--- src/rtl/tx_trn_arbiter.sv ---
// Round-robin arbiter that shares the PCIe TRN transmit local-link among NUM_REQ requesters.
// The link is offered via my_turn and held while the owner drives it; the owner's TX signals are muxed to the core.
module tx_trn_arbiter #(
  parameter int NUM_REQ      = 3,
  parameter int IDX_W        = 2,
  parameter int OFFER_CYCLES = 4
) (
  input  logic                  trn_clk,
  input  logic                  reset_n,
  output logic [NUM_REQ-1:0]    my_turn,
  input  logic [NUM_REQ-1:0]    driving_interface,
  input  logic [64*NUM_REQ-1:0] req_trn_td,
  input  logic [8*NUM_REQ-1:0]  req_trn_trem_n,
  input  logic [NUM_REQ-1:0]    req_trn_tsof_n,
  input  logic [NUM_REQ-1:0]    req_trn_teof_n,
  input  logic [NUM_REQ-1:0]    req_trn_tsrc_rdy_n,
  output logic [63:0]           trn_td,
  output logic [7:0]            trn_trem_n,
  output logic                  trn_tsof_n,
  output logic                  trn_teof_n,
  output logic                  trn_tsrc_rdy_n,
  output logic [IDX_W-1:0]      owner,
  output logic                  owner_valid,
  output logic                  err_protocol
);

  localparam int TMR_W = (OFFER_CYCLES > 1) ? $clog2(OFFER_CYCLES) : 1;

  typedef enum logic [1:0] {
    ST_ARB   = 2'd0,
    ST_OFFER = 2'd1,
    ST_HOLD  = 2'd2
  } state_e;

  state_e             state_q, state_d;
  logic [IDX_W-1:0]   g_q, g_d;
  logic [IDX_W-1:0]   ptr_q, ptr_d;
  logic [TMR_W-1:0]   timer_q, timer_d;
  logic [NUM_REQ-1:0] my_turn_q, my_turn_d;
  logic               offered_q, offered_d;
  logic               err_q, err_d;

  logic [IDX_W-1:0]   next_g_s;
  logic [NUM_REQ-1:0] g_mask_s;
  logic               drv_g_s;
  logic               others_s;
  logic               owner_valid_s;

  function automatic logic [NUM_REQ-1:0] one_hot(input logic [IDX_W-1:0] idx);
    one_hot = NUM_REQ'(1'b1) << idx;
  endfunction

  always_comb begin
    if (ptr_q == IDX_W'(NUM_REQ - 1)) begin
      next_g_s = {IDX_W{1'b0}};
    end else begin
      next_g_s = ptr_q + IDX_W'(1'b1);
    end
  end

  assign g_mask_s = one_hot(g_q);
  assign drv_g_s  = |(driving_interface & g_mask_s);
  assign others_s = |(driving_interface & ~g_mask_s);

  always_comb begin
    state_d   = state_q;
    g_d       = g_q;
    ptr_d     = ptr_q;
    timer_d   = timer_q;
    my_turn_d = my_turn_q;
    offered_d = offered_q;
    case (state_q)
      ST_ARB: begin
        if (drv_g_s) begin
          my_turn_d = {NUM_REQ{1'b0}};
          state_d   = ST_HOLD;
        end else begin
          g_d       = next_g_s;
          my_turn_d = one_hot(next_g_s);
          timer_d   = TMR_W'(OFFER_CYCLES - 1);
          offered_d = 1'b1;
          state_d   = ST_OFFER;
        end
      end
      ST_OFFER: begin
        if (drv_g_s) begin
          my_turn_d = {NUM_REQ{1'b0}};
          state_d   = ST_HOLD;
        end else if (timer_q == {TMR_W{1'b0}}) begin
          my_turn_d = {NUM_REQ{1'b0}};
          ptr_d     = g_q;
          state_d   = ST_ARB;
        end else begin
          timer_d   = timer_q - TMR_W'(1'b1);
        end
      end
      ST_HOLD: begin
        my_turn_d = {NUM_REQ{1'b0}};
        if (!drv_g_s) begin
          // the released owner goes to the back of the rotation and must be re-offered before re-claiming
          ptr_d     = g_q;
          offered_d = 1'b0;
          state_d   = ST_ARB;
        end else begin
          state_d   = ST_HOLD;
        end
      end
      default: begin
        my_turn_d = {NUM_REQ{1'b0}};
        state_d   = ST_ARB;
      end
    endcase
    if (others_s || ((state_q == ST_ARB) && drv_g_s && !offered_q)) begin
      err_d = 1'b1;
    end else begin
      err_d = err_q;
    end
  end

  always_ff @(posedge trn_clk or negedge reset_n) begin
    if (!reset_n) begin
      state_q   <= ST_ARB;
      g_q       <= {IDX_W{1'b0}};
      ptr_q     <= IDX_W'(NUM_REQ - 1);
      timer_q   <= {TMR_W{1'b0}};
      my_turn_q <= {NUM_REQ{1'b0}};
      offered_q <= 1'b0;
      err_q     <= 1'b0;
    end else begin
      state_q   <= state_d;
      g_q       <= g_d;
      ptr_q     <= ptr_d;
      timer_q   <= timer_d;
      my_turn_q <= my_turn_d;
      offered_q <= offered_d;
      err_q     <= err_d;
    end
  end

  // Zero-latency data path: only requester g is ever passed to the core.
  always_comb begin
    owner_valid_s = drv_g_s | (state_q == ST_HOLD);
    if (owner_valid_s) begin
      trn_td         = req_trn_td[64*g_q +: 64];
      trn_trem_n     = req_trn_trem_n[8*g_q +: 8];
      trn_tsof_n     = req_trn_tsof_n[g_q];
      trn_teof_n     = req_trn_teof_n[g_q];
      trn_tsrc_rdy_n = req_trn_tsrc_rdy_n[g_q];
    end else begin
      trn_td         = 64'd0;
      trn_trem_n     = 8'hFF;
      trn_tsof_n     = 1'b1;
      trn_teof_n     = 1'b1;
      trn_tsrc_rdy_n = 1'b1;
    end
  end

  assign my_turn      = my_turn_q;
  assign owner        = g_q;
  assign owner_valid  = owner_valid_s;
  assign err_protocol = err_q;

endmodule
--- config.mk ---
export PLATFORM = sky130hd
export DESIGN_NAME = tx_trn_arbiter
export DESIGN_NICKNAME = d
export VERILOG_FILES = /design/src/rtl/tx_trn_arbiter.sv
export SDC_FILE = /design/constraint.sdc
export NUM_CORES = 1
export LEC_CHECK = 0
export ABC_AREA = 1
export BUFFER_PORTS_ARGS = -buffer_cell sky130_fd_sc_hd__clkbuf_2
export CAP_MARGIN = 40
export CORE_AREA = 5 5 117 119
export CTS_CLUSTER_DIAMETER = 200
export CTS_CLUSTER_SIZE = 16
export DETAILED_ROUTE_END_ITERATION = 7
export DIE_AREA = 0 0 122 124
export MAX_ROUTING_LAYER = met4
export SYNTH_ARGS = -nofsm -noshare
export SYNTH_HDL_FRONTEND = slang
export SYNTH_SLANG_ARGS = --single-unit
--- constraint.sdc ---
create_clock -name trn_clk -period 1.9 [get_ports trn_clk]
set_input_delay 0.19 -clock trn_clk [delete_from_list [all_inputs] [get_ports trn_clk]]
set_output_delay 0.19 -clock trn_clk [all_outputs]
set_load 0.02 [all_outputs]
# ---- Yosys cells after proc, flatten, opt, wreduce, memory -nomap -nowiden
# Index checks and enable logic that the tools add are counted.
# Widths: inputs -> output; s select.
dict set report op_classes {
  add_sub_neg 2
  n_reduce_logical 15
  n_bitwise 5
  n_mux 32
  magnitude_cmp 1
  eq_ne 9
  shifts 4
}
# op count
set op_table {}
lappend op_table {{$shiftx 192x9->64} 1}
lappend op_table {{$mux 64} 1}
lappend op_table {{$shiftx 24x6->8} 1}
lappend op_table {{$mux 2} 11}
lappend op_table {{$ne 2x2->1 const B} 5}
lappend op_table {{$mux 3} 3}
lappend op_table {{$mux 1} 8}
lappend op_table {{$mux 8} 1}
lappend op_table {{$pmux 2 s2} 2}
lappend op_table {{$reduce_and 4->1} 2}
lappend op_table {{$and 3x3->3} 2}
lappend op_table {{$bmux 1 s2} 3}
lappend op_table {{$pmux 2 s3} 1}
lappend op_table {{$pmux 3 s2} 1}
lappend op_table {{$reduce_bool 2->1} 3}
lappend op_table {{$reduce_or 3->1} 2}
lappend op_table {{$shl 1x2->3 const A} 2}
lappend op_table {{$eq 2x2->1 const B} 2}
lappend op_table {{$logic_not 2->1} 2}
lappend op_table {{$lt 2x3->1 const B} 1}
lappend op_table {{$ne 3x3->1 const B} 1}
lappend op_table {{$not 3->3} 1}
lappend op_table {{$reduce_and 3->1} 1}
lappend op_table {{$add 2x1->2 const B} 1}
lappend op_table {{9 further kinds} 10}
dict set report totals {
  reg_bits 13
  word_cells 75
  out_inout_bits 82
  inputBits 230
}

# ---- Logic depth before layout (Yosys ltp)
dict set report logic_depth {
  ltp_word 6
  mapped_depth 9
  mapped_depth_nobuf 8
}

# ---- Worst setup path before layout
# No wires, ideal clock.
dict set report synth_timing {
  path_kind {register to output}
  startpoint {register g_q[0], in the netlist owner[0]}
  endpoint {output trn_td[34]}
  stages_incl_launch_ff 7
  t_arrival_ps 1596
  required_ps 1710
  n_path_buf 3
  slack_ps 114
  path_cell_list {dfrtp_1 > buf_2 > nor2_1 > buf_4 > buf_2 > a21oi_1 > nor2_1}
}
dict set report synth_via {
  elab_chain_len 5
  word_cells_on_any_way 6
  classes_between {2 x shift; 1 x mux; 2 x bitwise; 1 x reduce/logical}
}
# element line_no
set synth_rtl {}
lappend synth_rtl {{start, declared} 36} ;# logic [IDX_W-1:0] g_q, g_d;
lappend synth_rtl {{start signal, assigned} 123} ;# g_q <= {IDX_W{1'b0}};
lappend synth_rtl {{start signal, assigned} 131} ;# g_q <= g_d;
lappend synth_rtl {{branches (longest 4 deep; another with $shiftx 192x9->64)} --}
lappend synth_rtl {{$mux 64 (*)} 143} ;# if (owner_valid_s) begin
lappend synth_rtl {{end, declared} 17} ;# output logic [63:0] trn_td,
# Mark *: on every way between the ends.

# ---- Worst setup path after layout
dict set report layout_timing {
  startpoint {register g_q[0], in the netlist owner[0]}
  endpoint {output trn_td[14]}
}
# Same word-level chain as after synthesis.

==> results.toml <==
[cts]
clock_insertion_delay_worst_skew_ns = 0.24
clock-root-buffer = "sky130_fd_sc_hd__clkbuf_16"
cts_buffers = 3
sink_count_of_the_clock_tree = 13
h-tree-depth = 1
cts_tree = "done"
clk_path_buf_depth = 2
clkSlewWorstSetupHoldPaths_ns = 0.05

[route]
vias = 4395
drt_first_pass_iters = 4
route.met2.wl_um = 8010
highest_metal_layer_with_signal_wires = "met4"
routedWlPerCell_um = 16.6
drt_first_iter_violations = 217
met1Wirelength_um = 6740
vias_per_cell = 4.43
wl_met3_um = 1510
drc_errors = 0
wl_um = 16500
detail-route-antenna-nets = 0

[synth]
yosysWarningCount = 0
ys_types = 22
synth.net_count = 726
post_synth_instance_area_sq_mm = 0.00239
synth_area_leaders = "sky130_fd_sc_hd__nand2_1, sky130_fd_sc_hd__a21oi_1, sky130_fd_sc_hd__dfrtp_1"
seq_area_frac_synth_pct = 13.7
synthDominantAreaCellType = "sky130_fd_sc_hd__nand2_1"
post-synth-top-area-fraction_pct = 37.9
postSynthAreaPerCell_sq_um = 4.86
syn_inst = 491
yosys_register_bits = 13

[setup_path]
max_stage_delay_on_crit_path_ns = 0.45
cp.required_ns = 1.71
critical_path.slowest_cell = "sky130_fd_sc_hd__dfrtp_2"
crit_family = "buffers and inverters"
timing.critical_path.cells = "buf_6 > nor2_4 > buf_4 > clkbuf_16 > a21oi_1 > nor2_1 > buf_4"
cpMostUsedCell = "sky130_fd_sc_hd__buf_4"
worst_ep_arrival_ns = 1.78
critPathMaxFanout = 11
critPathLaunchType = "flop"
setup.worst_path.class = "reg2out"
critical_path_buf_inv_count = 4
critical_path.endpoint_type = "output port"

[sta]
finalWorstPathRequiredPeriod_ns = 1.97
min_period_over_period_pct = 104
hold_violations = 0
tightest_slew_ns = 0.348
fmax_mhz = 508
tns_ns = -0.333
worst_slack_ns = -0.0670
fin_worst_skew_ns = 0.00164
timing.slew.headroom_pct = 76.8
rsz_0062_raised_after_global_routing = "yes"
finalMaxSlewViolations = 0
report.final.setup_viol = 16

[finish]
antenna-diode-count = 0
n_fill_cell = 1421
drive_gt1_share_pct = 49.2
layout.cells.non_filler = 991
multi_input_area_sq_mm = 0.00197
nets = 1055
layout_stage_area_growth_over_the_synthesis_result_pct = 114
finish.utilization_pct = 40.9
final-seq-area_sq_um = 329

[grt]
grt_usage_pct = 17.5
grt_first_pass_wirelength_um = 20400
grt_start_max_net_pins = 69
antenna_violations_before_repair = 0
vias_in_the_first_global_route = 4054
global_route_total_overflow = 0

[floorplan]
die_w_um = 122
rows = 41
vertical_die_dimension_um = 124
floorplan_die_area_sq_mm = 0.0151
start_util_pct = 19.2
core_area_sq_mm = 0.0125
io_pins = 312

[power]
totalPowerFinal_w = 0.00949
power.leakage_nw = 2.99
powerDensity_mw_per_mm2 = 1860
vdd_ir_drop_max_uv = 799

[run_status]
violations = "setup timing"
status = "finished with violations"

[placement]
pre_cts_slack_ns = 0.0915
final_replace_weighted_congestion = 0.886
place.port_buffers = 311
placed_cells = 957
hpwl_um = 11500

[job]
maximum_capacitance_violations = 0

[min_path]
hold_path.class = "in2reg"
[sequential cells by signal, indices dropped and copies added, names as in the netlist]
| register | flops |
|---|---|
| err_protocol | 1 |
| my_turn | 3 |
| offered_q | 1 |
| owner | 2 |
| ptr_q | 2 |
| state_q | 2 |
| timer_q | 2 |
[report_power, final]
group / leakage (nW) / internal (W) / total [W] / switching (W)
Combinational: 2.80 / 0.00357 / 0.00860 / 0.00504
Clock: 0.0382 / 0.000284 / 0.000405 / 0.000122
Sequential: 0.154 / 0.000397 / 0.000487 / 0.0000899
Total: 2.99 / 0.00425 / 0.00949 / 0.00525
[final timing paths]
check / from / endpoint / slack [ns] / cells past startpoint
min reg2reg: offered_q$_DFFE_PN0P_ / err_protocol$_DFFE_PN0P_ / 0.46 / 1
min in group asynchronous: reset_n / timer_q[1]$_DFFE_PN0P_ / 0.38 / 2
min: driving_interface[1] / err_protocol$_DFFE_PN0P_ / 0.32 / 5
max reg2reg: owner[0]$_DFFE_PN0P_ / err_protocol$_DFFE_PN0P_ / 0.37 / 7
max in group asynchronous: reset_n / ptr_q[1]$_DFFE_PN1P_ / 1.22 / 2
max: owner[0]$_DFFE_PN0P_ / trn_td[14] / -0.07 / 7
[cells in the mapped netlist (all sizes together)]
library cell / n
ha: 5
o21ai: 9
nand3: 3
nand2: 242
a21oi: 72
dfstp: 1
buf: 19
nor3: 1
nand4: 14
inv: 16
clkbuf: 13
dfrtp: 12
o21a: 1
nor2: 82
o21bai: 1
[cell usage in the layout, fill, tap and decap left out]
master / n
sky130_fd_sc_hd__clkbuf_2: 249
sky130_fd_sc_hd__nand3_2: 2
sky130_fd_sc_hd__buf_4: 59
sky130_fd_sc_hd__o21bai_1: 1
sky130_fd_sc_hd__clkbuf_16: 11
sky130_fd_sc_hd__dlygate4sd3_1: 1
sky130_fd_sc_hd__nand2_2: 7
sky130_fd_sc_hd__nand2_1: 232
sky130_fd_sc_hd__buf_8: 3
sky130_fd_sc_hd__inv_2: 3
sky130_fd_sc_hd__ha_1: 5
sky130_fd_sc_hd__dfstp_2: 1
sky130_fd_sc_hd__inv_8: 1
sky130_fd_sc_hd__nor2_4: 6
sky130_fd_sc_hd__nor2_1: 73
sky130_fd_sc_hd__buf_12: 8
sky130_fd_sc_hd__clkbuf_1: 1
sky130_fd_sc_hd__a21oi_1: 55
sky130_fd_sc_hd__a21oi_2: 17
sky130_fd_sc_hd__buf_16: 3
sky130_fd_sc_hd__nor3_1: 1
sky130_fd_sc_hd__dfrtp_2: 2
sky130_fd_sc_hd__clkbuf_4: 3
sky130_fd_sc_hd__dfrtp_1: 10
sky130_fd_sc_hd__o21ai_0: 9
sky130_fd_sc_hd__o21a_1: 1
sky130_fd_sc_hd__buf_6: 16
sky130_fd_sc_hd__nand4_1: 14
sky130_fd_sc_hd__inv_1: 12
sky130_fd_sc_hd__buf_2: 4
sky130_fd_sc_hd__nor2_2: 3
sky130_fd_sc_hd__clkbuf_8: 2
sky130_fd_sc_hd__nand3_1: 1
sky130_fd_sc_hd__nand2_4: 3
[worst register-to-register path, cell delays in order, from the launching register on]
cell	delay (ns)
sky130_fd_sc_hd__dfrtp_2	0.45
sky130_fd_sc_hd__buf_6	0.14
sky130_fd_sc_hd__nor2_4	0.21
sky130_fd_sc_hd__buf_6	0.16
sky130_fd_sc_hd__buf_16	0.14
sky130_fd_sc_hd__nor2_1	0.05
sky130_fd_sc_hd__nor3_1	0.17
sky130_fd_sc_hd__o21ai_0	0.10
[metrics by stage]
| stage | area (sq um) | hold slack, ns |
|---|---|---|
| global placement | 4190 | 0.110 |
| floorplan | 2390 | -0.106 |
| finish | 5100 | 0.316 |
| detailed placement | 4190 | 0.114 |
| global route | 5100 | 0.379 |
| CTS | 4580 | 0.327 |
[metal layers]
| layer | up-vias | global-route usage, % |
|---|---|---|
| met5 | - | - |
| met4 | 0 | 3.78 |
| met3 | 17 | 4.63 |
| li1 | 2210 | - |
| met1 | 1910 | 20.9 |
| met2 | 258 | 29.9 |
[logic make-up (layout without fill, tap and decap cells)]
| group | count (synthesis) | count (layout) | share of synthesized area [%] |
|---|---|---|---|
| AOI/OAI and AO/OA | 83 | 83 | 17.6 |
| and+or+nand+nor | 342 | 342 | 56.6 |
| adders and majority gates | 5 | 5 | 2.62 |
| buffers and inverters | 48 | 376 | 9.49 |
| DFF | 13 | 13 | 13.7 |
[layout make-up]
cell class              instances  area share, %
multi-input cells             430           38.7
flip-flops and latches         13           6.45
repair buffers                356           47.8
clock buffers                   4           1.55
inverters                      16           1.32
well taps                     172           4.22
[what timing repair did]
action,in CTS,in global routing
setup endpoints to repair,73,75
cloned,4,9
pin swaps,3,31
buffers inserted,9,8
endpoints found under the hold margin,12,0
hold buffers,1,0
resized for setup,46,141
(Power assumes the default switching activity.)
